<file path="config.mk">
export PLATFORM = sky130hd
export DESIGN_NAME = tlb_refill_arbiter
export DESIGN_NICKNAME = d
export VERILOG_FILES = /design/src/rtl/tlb_refill_arbiter.sv
export SDC_FILE = /design/constraint.sdc
export NUM_CORES = 1
export LEC_CHECK = 0
export BUFFER_PORTS_ARGS = -buffer_cell sky130_fd_sc_hd__buf_4
export CAP_MARGIN = 0
export CORE_ASPECT_RATIO = 0.9
export CORE_MARGIN = 2
export CORE_UTILIZATION = 25
export CTS_BUF_LIST = sky130_fd_sc_hd__clkbuf_8
export DETAILED_ROUTE_END_ITERATION = 8
export GPL_TIMING_DRIVEN = 0
export PLACE_DENSITY = 0.51
export SLEW_MARGIN = 20
export SYNTH_ARGS = -nofsm -noshare
export SYNTH_HDL_FRONTEND = slang
export SYNTH_SLANG_ARGS = --single-unit
</file>
<file path="constraint.sdc">
create_clock -name clock -period 1.7 [get_ports clock]
set_input_delay 0.085 -clock clock [delete_from_list [all_inputs] [get_ports clock]]
set_output_delay 0.085 -clock clock [all_outputs]
set_load 0.05 [all_outputs]
</file>
<file path="src/rtl/tlb_refill_arbiter.sv">
// tlb_refill_arbiter: round-robin refill controller sharing one page-table walker among N TLB ports.
module tlb_refill_arbiter #(
    parameter int N_PORTS = 2,
    parameter int VPN_W   = 27,
    parameter int TIMEOUT = 0
) (
    input  logic                     clock,
    input  logic                     reset,
    input  logic [N_PORTS-1:0]       req_valid,
    input  logic [N_PORTS-1:0]       req_miss,
    input  logic [N_PORTS*VPN_W-1:0] req_vpn,
    input  logic [N_PORTS-1:0]       req_instruction,
    input  logic [N_PORTS-1:0]       req_store,
    output logic [N_PORTS-1:0]       req_ready,
    output logic [N_PORTS-1:0]       resp_miss,
    input  logic                     sfence_valid,
    input  logic                     ptw_status_pum,
    input  logic                     ptw_status_mxr,
    input  logic [1:0]               ptw_status_prv,
    output logic                     ptw_req_valid,
    input  logic                     ptw_req_ready,
    output logic [VPN_W-1:0]         ptw_req_bits_addr,
    output logic                     ptw_req_bits_fetch,
    output logic                     ptw_req_bits_store,
    output logic                     ptw_req_bits_pum,
    output logic                     ptw_req_bits_mxr,
    output logic [1:0]               ptw_req_bits_prv,
    input  logic                     ptw_resp_valid,
    output logic [N_PORTS-1:0]       refill_valid,
    output logic [VPN_W-1:0]         refill_vpn,
    output logic                     err_timeout
);
    localparam int SRC_W = N_PORTS > 1 ? $clog2(N_PORTS) : 1;
    localparam int CNT_W = TIMEOUT > 0 ? $clog2(TIMEOUT + 1) : 1;

    typedef enum logic [1:0] {IDLE, REQUEST, WAIT, WAIT_INVALIDATE} state_t;

    state_t             state, state_nxt;
    logic [SRC_W-1:0]   rr_ptr, src, winner, j;
    logic [VPN_W-1:0]   vpn;
    logic               instruction, store;
    logic [CNT_W-1:0]   cnt;
    logic [N_PORTS-1:0] cand;
    logic               grant, waiting, timeout_hit;

    assign cand        = req_valid & req_miss;
    assign grant       = state == IDLE && |cand && !sfence_valid;
    assign waiting     = state == WAIT || state == WAIT_INVALIDATE;
    assign timeout_hit = TIMEOUT > 0 && waiting && cnt == CNT_W'(TIMEOUT - 1) && !ptw_resp_valid;

    // Scan from the far end so the candidate closest to rr_ptr is the last to assign.
    always_comb begin
        winner = rr_ptr;
        j = '0;
        for (int k = N_PORTS - 1; k >= 0; k--) begin
            j = SRC_W'((int'(rr_ptr) + k) % N_PORTS);
            if (cand[j]) winner = j;
        end
    end

    always_comb begin
        state_nxt = state;
        case (state)
            IDLE:            state_nxt = grant ? REQUEST : IDLE;
            REQUEST:         state_nxt = ptw_req_ready ? (sfence_valid ? WAIT_INVALIDATE : WAIT)
                                                       : (sfence_valid ? IDLE : REQUEST);
            WAIT:            state_nxt = (ptw_resp_valid || timeout_hit) ? IDLE
                                       : (sfence_valid ? WAIT_INVALIDATE : WAIT);
            WAIT_INVALIDATE: state_nxt = (ptw_resp_valid || timeout_hit) ? IDLE : WAIT_INVALIDATE;
            default:         state_nxt = IDLE;
        endcase
    end

    always_ff @(posedge clock) begin
        if (reset) begin
            state       <= IDLE;
            rr_ptr      <= '0;
            src         <= '0;
            vpn         <= '0;
            instruction <= 1'b0;
            store       <= 1'b0;
            cnt         <= '0;
        end else begin
            state <= state_nxt;
            if (grant) begin
                src         <= winner;
                vpn         <= req_vpn[winner*VPN_W +: VPN_W];
                instruction <= req_instruction[winner];
                store       <= req_store[winner];
                rr_ptr      <= SRC_W'((int'(winner) + 1) % N_PORTS);
            end
            if (state == IDLE)
                cnt <= '0;
            else if (waiting && cnt != '1)
                cnt <= cnt + CNT_W'(1);
        end
    end

    assign req_ready          = {N_PORTS{state == IDLE}};
    assign resp_miss          = req_valid & (req_miss | {N_PORTS{ptw_resp_valid || state != IDLE}});
    assign ptw_req_valid      = state == REQUEST;
    assign ptw_req_bits_addr  = vpn;
    assign ptw_req_bits_fetch = instruction;
    assign ptw_req_bits_store = store;
    assign ptw_req_bits_pum   = ptw_status_pum;
    assign ptw_req_bits_mxr   = ptw_status_mxr;
    assign ptw_req_bits_prv   = ptw_status_prv;
    assign refill_valid       = (state == WAIT && ptw_resp_valid) ? N_PORTS'(1) << src : '0;
    assign refill_vpn         = vpn;
    assign err_timeout        = timeout_hit;
endmodule

</file>
# Yosys cells after proc, flatten, opt, wreduce, memory -nomap -nowiden
# Index checks and enable logic that the tools add are counted.
# totals
word_cells	46
input_bits	71
output_inout_bits	68
register_bits	33
# op_classes
reduce_logical	8
mul	1
add_sub_neg	2
n_bitwise	3
mux	18
shifts	2
eq_ne	3
order_cmp	3
# ops
cell	n
$shiftx 54x7->27	1
$mux 1	13
$mux 2	4
$pmux 2 s4	1
$lt 1x2->1 const B	3
$mul 1x5->6 const B	1
$and 2x2->2	2
$eq 2x2->1 const B	2
$logic_and 1x1->1	3
$add 1x1->1 const B	2
$eq 2x1->1 const B	1
$logic_not 2->1	1
$or 2x2->2	1
$reduce_bool 2->1	1
$reduce_or 2->1	1
$shl 1x1->2 const A	1
$logic_not 1->1	1
$logic_or 1x1->1	1

# Depth between registers and ports, before layout
# depth
word_depth	7
ltp_mapped	5
ltp_nobuf	3

# Least setup slack after synthesis
# Ideal clock, no wire load.
# synth_timing
kind	register to output
start	reg state[1]
end	out refill_valid[1]
t_arrival_ns	1.637
t_required_ns	1.615
n_path_buf	0
path_stages_with_launch	3
slack_ns	-0.022
path_cell_list	dfxtp_1 nand2_1 nor3b_1
# synth_between
elab_chain_cells	3
# synth_rtl
item	line_no	source
from (decl)	38	state_t state, state_nxt;
from (signal assigned)	84	state <= state_nxt;
$eq 2x2->1	108	assign refill_valid = (state == WAIT && ptw_resp_valid) ? N_PORTS'(1) << src : '0;
$logic_and 1x1->1	108	
$mux 2	108	
to (decl)	29	output logic [N_PORTS-1:0] refill_valid,
# No other way between the ends.

# Final worst setup path
# layout_timing
start	reg state[0]
end	reg vpn[2] (netlist: ptw_req_bits_addr[2])
# layout_between
elab_chain_cells	3
# layout_rtl
item	line_no	source
$logic_not 2->1	47	assign grant = state == IDLE && |cand && !sfence_valid;
$logic_and 1x1->1 (2 in a row)	47	
to (signal assigned)	87	vpn <= req_vpn[winner*VPN_W +: VPN_W];
to (decl)	40	logic [VPN_W-1:0] vpn;
# No other way between the ends.
# A chain may end at the register's enable or synchronous reset.

==> results by group <==
Die
  – Die height: 86.8 µm
  – Full die area: 8330 µm²
  – Core ar.: 7470 µm²
  – Ports: 139
  – Initial Util: 25.5%
  – Die width: 96 µm
  – Std cell rows: 30

Timing
  – Slew Viols, Final: 0
  – Skew final: 0.00271 ns
  – RSZ-0062 raised after global routing: no
  – Fin. Hold Viols: 0
  – Count of final setup violators: 0
  – Slew @ Worst Pin: 0.527 ns
  – Slew HR: 64.9%
  – Post-route setup TNS: 0 ns
  – Minimum clock period: 1.56 ns
  – Hold slack final: 0.0687 ns
  – Fmax: 639 MHz
  – Period Utilization, post-route: 92.0%

Place
  – Final RePlAce weighted congestion: 0.705
  – Port bufs: 132
  – Dpl hpwl: 5320 µm

Logic synthesis
  – Simple-Gate Fraction of Synth Area: 24.7%
  – YS warnings: 0
  – Largest family of logic cells by synthesized area: simple AND/OR/NAND/NOR gates
  – Register area share after synthesis: 34.7%
  – Syn_area_per_cell: 7.90 µm²
  – Synth unique cells: 25
  – Synthesized-area fraction occupied by adder cells: 0%
  – Synth Area in XOR/XNOR: 0.460%
  – Synth Instances: 241
  – Post-synthesis mux area share: 0%
  – Flops & latches, synth: 33
  – Compound-gate portion of the synthesized area: 20.6%
  – Syn_nets: 312
  – Netlist Area Pre-Place: 1900 µm²

Critical path
  – Critical Path Slowest Stage Cell: or3_4
  – Critical path required time: 1.84 ns
  – Crit Reg-Reg Startpoint: state[0]
  – WP data arrival: 1.71 ns
  – CP max FO: 10
  – Worst reg2reg path endpoint: ptw_req_bits_addr[2]
  – Worst reg-to-reg path cell count: 4
  – Setup Crit Path Kind: register to register
  – CP bufs+invs: 1
  – Crit start category: register
  – CP endpoint kind: register
  – CP cell instances: or3_4, clkbuf_1, o21ai_0, a31oi_1
  – CP top delay family: simple AND/OR/NAND/NOR gates
  – Max incr delay on CP: 0.46 ns
  – R2r setup slk: 0.14 ns

Drt
  – Initial DRC count: 112
  – Via count: 2371
  – First-pass DRT Iterations: 4
  – DRC Markers: 0
  – Final Routed Wirelength: 7350 µm
  – Routed length per instance: 15.4 µm
  – Remaining antenna violation count after routing: 0
  – DR vias/cell: 4.98

Worst hold path
  – Hold crit path type: primary input to register
  – Hold path endpoint: state[1]
  – Hold Path Cell Cnt: 3
  – Hold wc startpoint: ptw_req_ready

GRT
  – Vias in the first global route: 2265
  – All-layer global routing usage: 17.3%
  – Largest net degree at the start of global routing: 11
  – Gr ovfl total: 0
  – Antenna violations before repair: 0
  – First-pass GRT wire length: 11400 µm

Clock network
  – Clock transition at path regs: 0.07 ns
  – Clock latency on the worst-skew pair: 0.28 ns
  – CTS Sinks: 33
  – Post-CTS setup buffers: 0
  – Post-cts sizing count: 0
  – H-tree Lvls: 2
  – Hold Buf Count CTS: 0
  – CTS Buffer Depth: 2
  – CTS tree: built
  – Root Driver: clkbuf_8
  – Total CTS buffers: 5

Final layout
  – Area growth, synth to finish: 63.2%
  – Nets: 451
  – Fillers: 792
  – Layout cells sized above 1: 48.2%
  – N_diodes: 0

Run
  – Max-cap violations: 0

Power
  – VDD IR max: 0.000289 V
  – PwrDens: 750 nW/µm²
  – Lkg Pwr: 1.36 nW

Outcome
  – Run status: complete, no violations
-- layer usage --
metal	track usage, %	wire, µm	up-vias
li1	-	-	1166
met1	24.3	3300	1093
met2	27.0	3400	110
met3	4.17	635	2
met4	3.51	20	0
met5	0	0	-
-- worst max path at each step --
stage / from / end / slack (ns) / depth (start not counted)
global placement: state[0] / ptw_req_bits_addr[6] / 0.11 / 4
global route: state[0] / ptw_req_bits_addr[6] / 0.003 / 4
detailed placement: state[0] / ptw_req_bits_addr[9] / 0.07 / 4
CTS: state[0] / ptw_req_bits_addr[3] / 0.07 / 4
floorplan: state[1] / refill_valid[0] / 0.07 / 2
finish: state[0] / ptw_req_bits_addr[2] / 0.14 / 4
-- report_power, final --
group          internal [W]  total, W  switching [W]
logic              0.000326  0.000884       0.000558
registers          0.000816  0.000850      0.0000343
clock network      0.000315  0.000596       0.000281
-- sequential cells by signal (all words and copies together) (netlist names) --
register            flops
rr_ptr                  1
ptw_req_bits_store      1
state                   2
src                     1
ptw_req_bits_fetch      1
ptw_req_bits_addr      27
-- placed cells by master, fill, tap and decap left out --
cell type,n
a21oi_1,4
a22oi_1,1
a2bb2oi_1,1
a31oi_1,29
and2_1,2
buf_1,1
buf_2,6
buf_4,167
clkbuf_1,18
clkbuf_2,1
clkbuf_8,6
conb_1,1
dfxtp_1,33
inv_1,1
nand2_1,3
nand3_1,2
nand3b_1,1
nand4_1,58
nor2_1,2
nor2b_1,2
nor3_1,1
nor3_2,1
nor3b_2,1
o21a_1,2
o21ai_0,31
o21ai_1,1
or3_1,2
or3_4,1
xnor2_1,1
-- worst reg2reg max path, cell delays in order (launching register included) --
cell and delay, ns:
dfxtp_1 0.39, or3_4 0.46, clkbuf_1 0.25, o21ai_0 0.24
a31oi_1 0.09
-- stage by stage --
step	area [µm²]	total power, W	utilization [%]	setup slack [ns]	cells
finish	3110	0.00233	41.6	0.135	476
global route	3110	0.00245	41.6	0.00251	476
CTS	3110	0.00235	41.6	0.0685	476
detailed placement	3020	0.00175	40.4	0.0747	469
global placement	3020	0.00175	40.4	0.105	469
floorplan	1910	0.00142	-	0.0675	241
-- synthesized netlist by cell type --
master | n | share of area [%]
nor3_2 | 1 | 0.53
nand3b_1 | 1 | 0.39
nand3_1 | 2 | 0.53
a31oi_1 | 29 | 9.5
or3_4 | 1 | 0.59
a22oi_1 | 1 | 0.39
nor3_1 | 1 | 0.26
nand4_1 | 58 | 19
buf_1 | 1 | 0.20
or3_1 | 2 | 0.66
clkbuf_1 | 19 | 3.7
xnor2_1 | 1 | 0.46
buf_4 | 35 | 14
nor2b_1 | 2 | 0.66
conb_1 | 1 | 0.20
a2bb2oi_1 | 1 | 0.46
o21ai_0 | 32 | 8.4
nor3b_1 | 1 | 0.39
buf_2 | 6 | 1.6
and2_1 | 2 | 0.66
o21a_1 | 2 | 0.79
nor2_1 | 2 | 0.39
a21oi_1 | 4 | 1.1
nand2_1 | 3 | 0.59
dfxtp_1 | 33 | 35
-- cell type report --
type | count | area [µm²] | share of cell area (%)
clock inverter | 1 | 3.75 | 0.121
timing repair buffer | 132 | 991 | 31.9
clock buffer | 6 | 82.6 | 2.66
multi-input combinational | 147 | 881 | 28.3
sequential | 33 | 661 | 21.3
tap | 96 | 120 | 3.86
buffer | 61 | 369 | 11.9
-- logic make-up (layout without fill, tap and decap cells) --
| family | Yosys count | count (layout) |
|---|---|---|
| simple gates | 76 | 76 |
| compound gates | 69 | 69 |
| buf+inv | 61 | 200 |
| flops | 33 | 33 |
| other cells | 1 | 1 |
| xor+xnor | 1 | 1 |
No activity file was read; power rests on OpenSTA's default activity.
